$ cat src/rtl/uart_pkg.sv
// Purpose: shared types and constants for the UART message transmitter (sequencer states, frame length, ASCII codes).
// Latency: none; declarations only.
// Backpressure: none; UART_TX_PARITY_EN selects the 11-bit 8E1 frame instead of the 10-bit 8N1 frame.
package uart_pkg;

   typedef enum logic [1:0] {
      IDLE   = 2'd0,
      SELECT = 2'd1,
      WAIT   = 2'd2,
      FINISH = 2'd3
   } seq_state_t;

   localparam int FRAME_BITS_8N1 = 10;
   localparam int FRAME_BITS_8E1 = 11;

`ifdef UART_TX_PARITY_EN
   localparam int FRAME_BITS = FRAME_BITS_8E1;
`else
   localparam int FRAME_BITS = FRAME_BITS_8N1;
`endif

   localparam logic [7:0] ASCII_LF = 8'h0A;
   localparam logic [7:0] ASCII_GT = 8'h3E;
   localparam logic [7:0] PAD_BYTE = 8'h00;

   // 100 MHz core clock at 115200 baud
   localparam int DEFAULT_CLKS_PER_BIT = 868;

endpackage

$ cat src/rtl/uart_tx_byte.sv
// Purpose: serialise one byte as start, 8 data bits LSB first, optional even parity (UART_TX_PARITY_EN), stop.
// Latency: TX goes low the cycle after byte_start; byte_done pulses in the last cycle of the stop bit.
// Backpressure: byte_start is ignored while byte_busy; the caller waits for byte_done.
module uart_tx_byte
   import uart_pkg::*;
#(
   parameter int CLKS_PER_BIT = DEFAULT_CLKS_PER_BIT
)
(
   input  logic       CLK,
   input  logic       RST,
   input  logic       byte_start,
   input  logic [7:0] byte_data,
   output logic       TX,
   output logic       byte_busy,
   output logic       byte_done
);

   localparam int CW = $clog2(CLKS_PER_BIT);
   localparam logic [CW-1:0] BAUD_LAST = CW'(CLKS_PER_BIT - 1);
   localparam int SH_W = FRAME_BITS - 1;
   localparam logic [3:0] LAST_BIT = 4'(FRAME_BITS - 1);

   logic [CW-1:0]   baud_cnt;
   logic [3:0]      bit_idx;
   logic [SH_W-1:0] shift_q;
   logic [SH_W-1:0] frame_tail;
   logic            bit_end;

   // Everything after the start bit, LSB sent first; stop bit sits at the top.
   always_comb begin
`ifdef UART_TX_PARITY_EN
      frame_tail = {1'b1, ^byte_data, byte_data};
`else
      frame_tail = {1'b1, byte_data};
`endif
   end

   assign bit_end   = byte_busy && (baud_cnt == BAUD_LAST);
   assign byte_done = bit_end && (bit_idx == LAST_BIT);

   // Baud timing and bit shifting; TX is registered so reset forces it high at once.
   always_ff @(posedge CLK or posedge RST) begin
      if (RST) begin
         TX        <= 1'b1;
         byte_busy <= 1'b0;
         baud_cnt  <= '0;
         bit_idx   <= '0;
         shift_q   <= '0;
      end else if (!byte_busy) begin
         if (byte_start) begin
            TX        <= 1'b0;
            byte_busy <= 1'b1;
            baud_cnt  <= '0;
            bit_idx   <= '0;
            shift_q   <= frame_tail;
         end
      end else if (bit_end) begin
         baud_cnt <= '0;
         if (bit_idx == LAST_BIT) begin
            byte_busy <= 1'b0;
            TX        <= 1'b1;
         end else begin
            TX      <= shift_q[0];
            shift_q <= {1'b0, shift_q[SH_W-1:1]};
            bit_idx <= bit_idx + 4'd1;
         end
      end else begin
         baud_cnt <= baud_cnt + CW'(1);
      end
   end

endmodule

$ cat src/rtl/uart_msg_tx.sv
// Purpose: send a latched ASCII message over UART, first byte first, skipping 0x00 padding (parity via UART_TX_PARITY_EN).
// Latency: first start bit two cycles after MSG_VALID; one idle cycle between frames plus one per skipped byte.
// Backpressure: none upstream; MSG_VALID while BUSY is dropped and flagged by a one-cycle OVERRUN pulse.
module uart_msg_tx
   import uart_pkg::*;
#(
   parameter int CLKS_PER_BIT = DEFAULT_CLKS_PER_BIT,
   parameter int MSG_BYTES    = 10
)
(
   input  logic                   CLK,
   input  logic                   RST,
   input  logic [8*MSG_BYTES-1:0] MSG_IN,
   input  logic                   MSG_VALID,
   output logic                   TX,
   output logic                   BUSY,
   output logic                   MSG_DONE,
   output logic                   OVERRUN
);

   localparam int IW = (MSG_BYTES > 1) ? $clog2(MSG_BYTES) : 1;
   localparam logic [IW-1:0] LAST_IDX = IW'(MSG_BYTES - 1);

   seq_state_t             state_q;
   seq_state_t             state_d;
   logic [IW-1:0]          idx_q;
   logic [8*MSG_BYTES-1:0] buf_q;
   logic [7:0]             cur_byte;
   logic                   load;
   logic                   advance;
   logic                   byte_start;
   logic                   byte_busy;
   logic                   byte_done;
   logic                   overrun_q;

   // The buffer shifts left as bytes are consumed, so the current byte is always on top.
   assign cur_byte = buf_q[8*MSG_BYTES-1 -: 8];

   // Sequencer state register.
   always_ff @(posedge CLK or posedge RST) begin
      if (RST) state_q <= IDLE;
      else     state_q <= state_d;
   end

   // Next-state and control decode for the byte walk.
   always_comb begin
      state_d    = state_q;
      load       = 1'b0;
      advance    = 1'b0;
      byte_start = 1'b0;
      case (state_q)
         IDLE: begin
            if (MSG_VALID) begin
               load    = 1'b1;
               state_d = SELECT;
            end
         end
         SELECT: begin
            if (cur_byte != PAD_BYTE) begin
               if (!byte_busy) begin
                  byte_start = 1'b1;
                  state_d    = WAIT;
               end
            end else if (idx_q == LAST_IDX) begin
               state_d = FINISH;
            end else begin
               advance = 1'b1;
            end
         end
         WAIT: begin
            if (byte_done) begin
               if (idx_q == LAST_IDX) begin
                  state_d = FINISH;
               end else begin
                  advance = 1'b1;
                  state_d = SELECT;
               end
            end
         end
         FINISH:  state_d = IDLE;
         default: state_d = IDLE;
      endcase
   end

   // Message buffer and byte index; untouched by a dropped MSG_VALID.
   always_ff @(posedge CLK or posedge RST) begin
      if (RST) begin
         buf_q <= '0;
         idx_q <= '0;
      end else if (load) begin
         buf_q <= MSG_IN;
         idx_q <= '0;
      end else if (advance) begin
         buf_q <= buf_q << 8;
         idx_q <= idx_q + IW'(1);
      end
   end

   // Flag a message offered while the sequencer is anywhere but IDLE.
   always_ff @(posedge CLK or posedge RST) begin
      if (RST) overrun_q <= 1'b0;
      else     overrun_q <= MSG_VALID && (state_q != IDLE);
   end

   assign BUSY     = (state_q != IDLE);
   assign MSG_DONE = (state_q == FINISH);
   assign OVERRUN  = overrun_q;

   uart_tx_byte #(
      .CLKS_PER_BIT (CLKS_PER_BIT)
   ) u_tx_byte (
      .CLK        (CLK),
      .RST        (RST),
      .byte_start (byte_start),
      .byte_data  (cur_byte),
      .TX         (TX),
      .byte_busy  (byte_busy),
      .byte_done  (byte_done)
   );

endmodule

$ cat config.mk
export PLATFORM = sky130hd
export DESIGN_NAME = uart_msg_tx
export DESIGN_NICKNAME = d
export VERILOG_FILES = /design/src/rtl/uart_pkg.sv /design/src/rtl/uart_tx_byte.sv /design/src/rtl/uart_msg_tx.sv
export SDC_FILE = /design/constraint.sdc
export NUM_CORES = 1
export LEC_CHECK = 0
export ABC_AREA = 1
export BUFFER_PORTS_ARGS = -buffer_cell sky130_fd_sc_hd__buf_2
export CAP_MARGIN = 20
export CORE_ASPECT_RATIO = 0.6
export CORE_MARGIN = 1.5
export CORE_UTILIZATION = 30
export DETAILED_ROUTE_END_ITERATION = 16
export PLACE_DENSITY = 0.47
export SYNTH_ARGS = -nofsm -noshare
export SYNTH_HDL_FRONTEND = slang
export SYNTH_SLANG_ARGS = --single-unit
export TNS_END_PERCENT = 50
$ cat constraint.sdc
create_clock -name CLK -period 8.9 [get_ports CLK]
set_input_delay 0.89 -clock CLK [delete_from_list [all_inputs] [get_ports CLK]]
set_output_delay 0.89 -clock CLK [all_outputs]
set_load 0.01 [all_outputs]
== Yosys cells after proc, flatten, opt, wreduce, memory -nomap -nowiden ==
Cells that the tools add are included.
Word-level totals
  word-level logic and storage cells: 74
  input port bits: 83
  register bits: 112
Cells by class
  mux-type cells: 39
  $add $sub $neg: 3
  reductions and logical operators: 11
  equality and inequality tests: 12
Operators by type and width (count)
  two-way mux 80 bit: 2
  two-way mux 9 bit: 4
  two-way mux 10 bit: 3
  two-way mux 4 bit: 6
  two-way mux 1 bit: 16
  two-way mux 2 bit: 6
  adder 10 x 1 -> 10 bit, second input constant: 1
  == test 10 bit, second input constant: 1
  adder 4 x 1 -> 4 bit, second input constant: 2
  == test 4 bit, second input constant: 2
  inequality test 2 bit, second input constant: 4
  case mux 2 bit (4 select lines): 1
  nonzero test 8 bit: 1
  inequality test 3 bit, second input constant: 2
  nonzero test 2 bit: 3
  == test 2 bit, second input constant: 2
  AND reduction 4 bit: 1
  logical AND 1 bit: 3
  AND reduction 3 bit: 1
  == test 2 x 1 -> 1 bit, second input constant: 1
  zero test 2 bit: 1
  case mux 1 bit (2 select lines): 1
  AND reduction 2 bit: 1

== Depth between registers and ports, before layout ==
Gate-level depths: netlist (run 1).
  word-level depth: 7
  gate-level depth with buffers: 12
  mapped depth without buffers: 11

== Hierarchy ==
From an unflattened synthesis (run 1), not the netlist that was laid out.
Unflattened totals
  cells, all modules: 835
  area, all modules: 6048.3 um^2
By module, submodules not included
  uart_msg_tx: cells an instance 649, area an instance 4633.2 um^2, sequential area each 2177.1 um^2, times used 1
  uart_tx_byte: cells an instance 186, area an instance 1415.1 um^2, sequential area each 626.9 um^2, times used 1

== Least setup slack after synthesis (run 1) ==
Ideal clock, no wire load.
  kind: input -> register
  start: in MSG_VALID
  end: reg buf_q[37]
  library setup time: 0.066 ns
  stages: 5
  setup slack: 7.019 ns
  arrival: 1.815 ns
  path buffers: 2
  cells stage by stage: nand2_1 clkbuf_1 buf_1 nand3_1 nand2_1
Between the ends
  cells in the longest elaborated chain, start to end: 3
RTL lines
  start: declaration: line uart_msg_tx.sv:14  | input logic MSG_VALID,
  two-way mux 1 bit *: line uart_msg_tx.sv:53  | if (MSG_VALID) begin
  two-way mux 1 bit *: line uart_msg_tx.sv:51  | case (state_q)
  two-way mux 80 bit or nonzero test 2 bit (tied branches)
  end signal: assignment: line uart_msg_tx.sv:94  | buf_q <= buf_q << 8;
  end: declaration: line uart_msg_tx.sv:27  | logic [8*MSG_BYTES-1:0] buf_q;
Every way passes the cells marked *; elsewhere a longest branch is shown, timed or not.
A chain may end at the register's enable or synchronous reset.

== Worst setup path in the final report (run 1) ==
  start: reg state_q[1]
  end: reg buf_q[78]
Between the ends
  cells in the longest elaborated chain, start to end: 3
RTL lines
  start: declaration: line uart_msg_tx.sv:24  | seq_state_t state_q;
  start signal: assignment: line uart_msg_tx.sv:42  | else state_q <= state_d;
  == test 2 bit, or another cell as far along: line uart_msg_tx.sv:51
  case mux 1 bit (2 select lines) or two-way mux 1 bit (tied branches): line uart_msg_tx.sv:51
  nonzero test 2 bit (no source line) or two-way mux 80 bit (tied branches)
Parallel ways exist; a longest one is shown, timed or not.

==> out/results.txt, run 1 <==
Run status - completed
DRT iter0 DRCs - 285
CP Launch Type - flip-flop
Drt pass-1 iters - 4
Slew margin rel. - 33.4%
Starting density of the core - 30.8%
R2R setup slack - 5.74 ns
Register area share after synthesis - 45.1%
Hold path endpoint - u_tx_byte.shift_q[8]$_DFFE_PP0P_
FF+latch count, synth - 112
HP Class - flip-flop to flip-flop
Post-Route WL - 15300 µm
WP data arrival - 3.46 ns
RSZ-0062 raised after global routing - false
Final net count - 960
Hold Path Origin - u_tx_byte.shift_q[8]$_DFFE_PP0P_
Cell Area, Synth - 6210 µm²
Remaining DRCs - 0
Reg-to-reg endpoint - buf_q[78]$_DFFE_PP0P_
Worst path required time - 9.20 ns
Area Overhead vs Synth - 13.7%
Synth async-reset ratio - 100%
Max Root-Sink Buffers - 2
Fmax - 317 MHz
Via density - 4.43
Tcrit/Tclk final - 35.5%
I/O pin total - 87
Max FO, Critical Path - 67
Die height - 114 µm
Largest net degree at the start of global routing - 75
Synth area leader - dfrtp_1
CTS buffer count - 9
Endpoints failing hold - 0
Clk_skew - 0.0104 ns
Pleak - 3.88 nW
Power per cell area - 290 nW/µm²
Worst Reg-to-Reg Cells - 9
Yosys warns - 0
Post-CTS resize count - 0
Placeable Area - 20200 µm²
Grt ovf - 0
Synth Net Count - 902
Worst Setup SP - state_q[1]$_DFFE_PP0P_
Layout cells sized above 1 - 20.9%
WHS Path Cells - 2
Worst Setup Path Type - flip-flop to flip-flop
Fin crit period - 3.16 ns
Largest cells by area after synthesis - dfrtp_1, nand2_1, nand3_2
Vias - 5078
Synth top area share - 44.7%
GR Util All Layers - 15.0%
Post-synthesis area per instance - 7.68 µm²
Avg WL per Cell - 13.4 µm
Top FF cell, synth - dfrtp_1
Die Wd - 189 µm
Synth Instances - 809
Row cnt - 40
Fin util - 35.0%
RR Startpoint - state_q[1]$_DFFE_PP0P_
MaxCap Viol Count - 0
Clock Tree Root - clkbuf_16
Num Clock Sinks - 112
Global-route wire length before repair - 25500 µm
# diodes - 0
H-tree Lvls - 3
Layout fillers - 2203
Die footprint - 21600 µm²
Clock-pin slew on the worst setup and hold paths - 0.08 ns
Capturing element type of the critical path - flip-flop
Final Wtd Congestion - 0.745
Setup bufs post-CTS - 0
Clk Latency, worst-skew pair - 0.36 ns
Number of global-route vias before repair - 4751
Post-detailed-route count of antenna-violating nets - 0
Netlist cell types - 34
Setup tns final - 0 ns
Initial antenna violation count - 0
Least-Margin Pin Slew - 1.00 ns
CTS tree - yes
Slew Limit Fails - 0
VDD IR-drop max - 0.117 mV
Port bufs - 86
Post-synth EDFFs - 0
HPWL Detailed - 10100 µm
Final setup viols - 0
Hold Buf Count CTS - 0
## cells in the mapped netlist, types with 3 or more instances
master,count
nand3b_1,3
xor2_1,3
inv_1,28
buf_2,9
ha_1,10
buf_4,8
nand3_2,62
buf_6,7
nand4_1,7
o22ai_1,4
nor2_1,21
nand2_2,3
clkbuf_1,19
nand2_1,429
o21ai_0,11
dfrtp_1,111
a21oi_1,8
o21ai_1,5
nand3_1,41
## stage by stage
stage                     std cells  area, µm²  total power, mW  setup slack [ns]  hold WS (ns)
after global routing           1145       7060             2.26              5.37         0.499
after CTS                      1145       7060             2.08              5.71         0.482
final                          1145       7060             2.05              5.74         0.477
after detailed placement       1129       6780             1.67              5.57         0.462
after global placement         1129       6780             1.67              5.55         0.464
after floorplan                 809       6210             1.49              5.05         0.442
## per-layer routing
metal / global-route usage, % / vias to the layer above / wire length (µm)
li1: - / 2665 / -
met1: 24.3 / 2306 / 8950
met2: 19.2 / 94 / 5500
met3: 3.74 / 13 / 720
met4: 3.49 / 0 / 141
met5: 0 / - / 0
## critical path, cell delays in order, from the launching register on
cell and delay, ns:
dfrtp_1 0.46, inv_1 0.12, ha_1 0.27, nand2_4 0.44, buf_4 0.65, buf_4 0.72, nand2_1 0.14, nand2_1 0.11
nand2_1 0.05, nand2_1 0.09
## cell type report
type	instances	area [µm²]	area share (%)
multi-input combinational	621	3040	43.1
sequential	112	2800	39.7
timing repair buffer	91	468	6.63
tap	273	342	4.84
clock buffer	11	253	3.58
inverter	32	123	1.74
clock inverter	5	31.3	0.443
## worst max-delay path by stage
stage / endpoint / slack [ns]
finish: buf_q[78]$_DFFE_PP0P_ / 5.74
global route: buf_q[78]$_DFFE_PP0P_ / 5.37
CTS: buf_q[78]$_DFFE_PP0P_ / 5.71
detailed placement: buf_q[47]$_DFFE_PP0P_ / 5.57
global placement: buf_q[78]$_DFFE_PP0P_ / 5.55
floorplan: OVERRUN$_DFF_PP0_ / 5.05
## flip-flops by register name (all words and copies together), names as in the netlist
| name | cells |
|---|---|
| idx_q | 4 |
| u_tx_byte.byte_busy | 1 |
| u_tx_byte.TX | 1 |
| buf_q | 80 |
| u_tx_byte.bit_idx | 4 |
| u_tx_byte.baud_cnt | 10 |
| u_tx_byte.shift_q | 9 |
| OVERRUN | 1 |
| state_q | 2 |
## report_power, final
group	switching [mW]	leakage (nW)	internal (mW)
combinational	0.522	2.30	0.292
sequential	0.138	1.44	0.698
clock	0.195	0.141	0.205
## cells in the final DEF (no fill, tap or decap), types with 2 or more instances in the layout
cell and count:
o21ai_0 11, nand4_1 7, nand2_1 428, nand3_1 41
clkinv_1 2, nand3_2 62, o21ai_1 5, o22ai_1 4
buf_2 86, clkbuf_8 2, inv_2 2, o21a_1 2
nand2_2 2, ha_1 10, a21oi_1 8, mux2i_1 2
xor2_1 3, dfrtp_1 111, inv_1 27, buf_4 5
clkbuf_16 9, clkinv_2 3, nor3_1 2, nand2_4 3
nor2_1 21, nand3b_1 3
## kinds of logic (layout without fill, tap and decap cells)
group	Yosys count	count (layout)	share of synthesized area, %
AO/OA/AOI/OAI	33	33	2.98
XOR/XNOR	3	3	0.423
adder cells (fa/ha/maj)	10	10	2.01
buffers and inverters	76	139	6.10
flip-flops	112	112	45.1
multiplexers	2	2	0.322
AND/OR/NAND/NOR	573	573	43.0
Power figures use the tool's default switching activity.
==> run 2, diff against run 1 <==
Settings changed: PLACE_DENSITY 0.47 to 0.49.
Clock period 8.9 ns to 2.55 ns, I/O delays scaled along.
==> out/results.txt, run 2 (synthesis results as in run 1) <==
Final Total Pwr - 7.43 mW
Endpoints failing hold - 0
Tcrit/Tclk final - 80.6%
Final net count - 971
HP Class - input port to async pin
I/O pin total - 87
Clk_skew - 0.0112 ns
VDD IR-drop max - 0.401 mV
Die Wd - 189 µm
Placeable Area - 20200 µm²
Grt ovf - 0
Avg WL per Cell - 13.1 µm
Area Overhead vs Synth - 17.1%
Drt pass-1 iters - 4
Row cnt - 40
Worst path required time - 2.84 ns
Post-Route WL - 15200 µm
Num Clock Sinks - 112
Slew margin rel. - 55.1%
H-tree Lvls - 3
Final setup viols - 0
Layout fillers - 2203
MaxCap Viol Count - 0
Largest net degree at the start of global routing - 113
Starting density of the core - 30.8%
Clock Tree Root - clkbuf_16
CTS tree - yes
Slew Limit Fails - 0
Reg with most FFs - buf_q
Fin crit period - 2.06 ns
Hold Slack - 0.0338 ns
Via density - 4.39
Largest registers - buf_q (80), u_tx_byte.baud_cnt (10), u_tx_byte.shift_q (9)
Clock-pin slew on the worst setup and hold paths - 0.08 ns
CTS buffer count - 9
Port bufs - 86
WP data arrival - 2.34 ns
Post-route insts no fill - 1156
Vias - 5079
GR Util All Layers - 15.0%
Remaining DRCs - 0
RSZ-0062 raised after global routing - false
# diodes - 0
Global-route wire length before repair - 25700 µm
Max Root-Sink Buffers - 2
Most frequent cells in the layout - nand2_1, dfrtp_1, buf_2
Commonest non-fill, non-tap cell in the layout - nand2_1
Least-Margin Pin Slew - 0.673 ns
Worst Setup Path Type - flip-flop to flip-flop
Die height - 114 µm
Final Wtd Congestion - 0.744
Pleak - 3.98 nW
Post-CTS resize count - 0
Setup bufs post-CTS - 0
Setup tns final - 0 ns
Number of global-route vias before repair - 4982
HPWL Detailed - 10500 µm
Number of flip-flops in the largest register - 80
CP Launch Type - flip-flop
Die footprint - 21600 µm²
Fmax - 487 MHz
Initial antenna violation count - 0
Max FO, Critical Path - 17
Run status - completed
Post-Place Cells - 1140
Layout cells sized above 1 - 21.9%
Power per cell area - 1020 nW/µm²
Post-detailed-route count of antenna-violating nets - 0
DRT iter0 DRCs - 273
Clk Latency, worst-skew pair - 0.35 ns
Hold Buf Count CTS - 0
Capturing element type of the critical path - flip-flop
run 2: cell types whose count changed in the layout (fill, tap and decap cells not counted), sizes merged:
cell    change
inv         +2
clkinv      -1
clkbuf      -1
buf        +11
run 2: where the power goes:
group	total, mW	internal [mW]	switching (mW)
sequential	2.92	2.44	0.484
combinational	3.10	1.21	1.89
clock	1.41	0.708	0.704
total	7.43	4.35	3.08
run 2: worst paths after layout:
| path | startpoint | end | slack [ns] | depth (start not counted) |
|---|---|---|---|---|
| min in group CLK | MSG_IN[5] | buf_q[5]$_DFFE_PP0P_ | 0.10 | 3 |
| setup / recovery | state_q[0]$_DFFE_PP0P_ | buf_q[9]$_DFFE_PP0P_ | 0.49 | 9 |
| hold / removal | RST | OVERRUN$_DFF_PP0_ | 0.03 | 3 |
| setup reg to reg | state_q[0]$_DFFE_PP0P_ | buf_q[9]$_DFFE_PP0P_ | 0.49 | 9 |
| hold reg to reg | u_tx_byte.shift_q[8]$_DFFE_PP0P_ | u_tx_byte.shift_q[8]$_DFFE_PP0P_ | 0.49 | 2 |
| max in group asynchronous | RST | buf_q[56]$_DFFE_PP0P_ | 1.97 | 3 |
run 2: stage by stage:
step,worst slack [ns],area [µm²],util [%]
floorplan,0.841,6210,-
global placement,0.516,6990,34.6
detailed placement,0.502,6990,34.6
CTS,0.483,7280,36.1
global route,0.292,7280,36.1
finish,0.495,7280,36.1
run 2: final cells by class:
class                           count  area, µm²  share of cell area [%]
Multi-Input combinational cell    621       3040                    41.8
Timing Repair Buffer              102        676                    9.29
Sequential cell                   112       2800                    38.5
Inverter                           32        124                    1.70
Clock inverter                      6       51.3                   0.705
Tap cell                          273        342                    4.69
Clock buffer                       10        239                    3.28
run 2: metal layers:
layer  up-vias  wire length (µm)  part of all wire (%)  GRT usage, %
met5         -                 0                     0             0
met4         0               107                  0.71          2.70
met3        10               750                   4.9          2.82
met2       101              5840                    39          20.7
met1      2285              8470                    56          23.8
li1       2683                 -                     -             -
run 2: worst max-delay path: stages, from the launching register on:
cell	delay (ns)
dfrtp_1	0.44
inv_1	0.17
ha_1	0.30
nand2_4	0.19
inv_2	0.34
buf_4	0.26
nand2_1	0.06
nand2_1	0.07
nand2_1	0.07
nand2_1	0.08
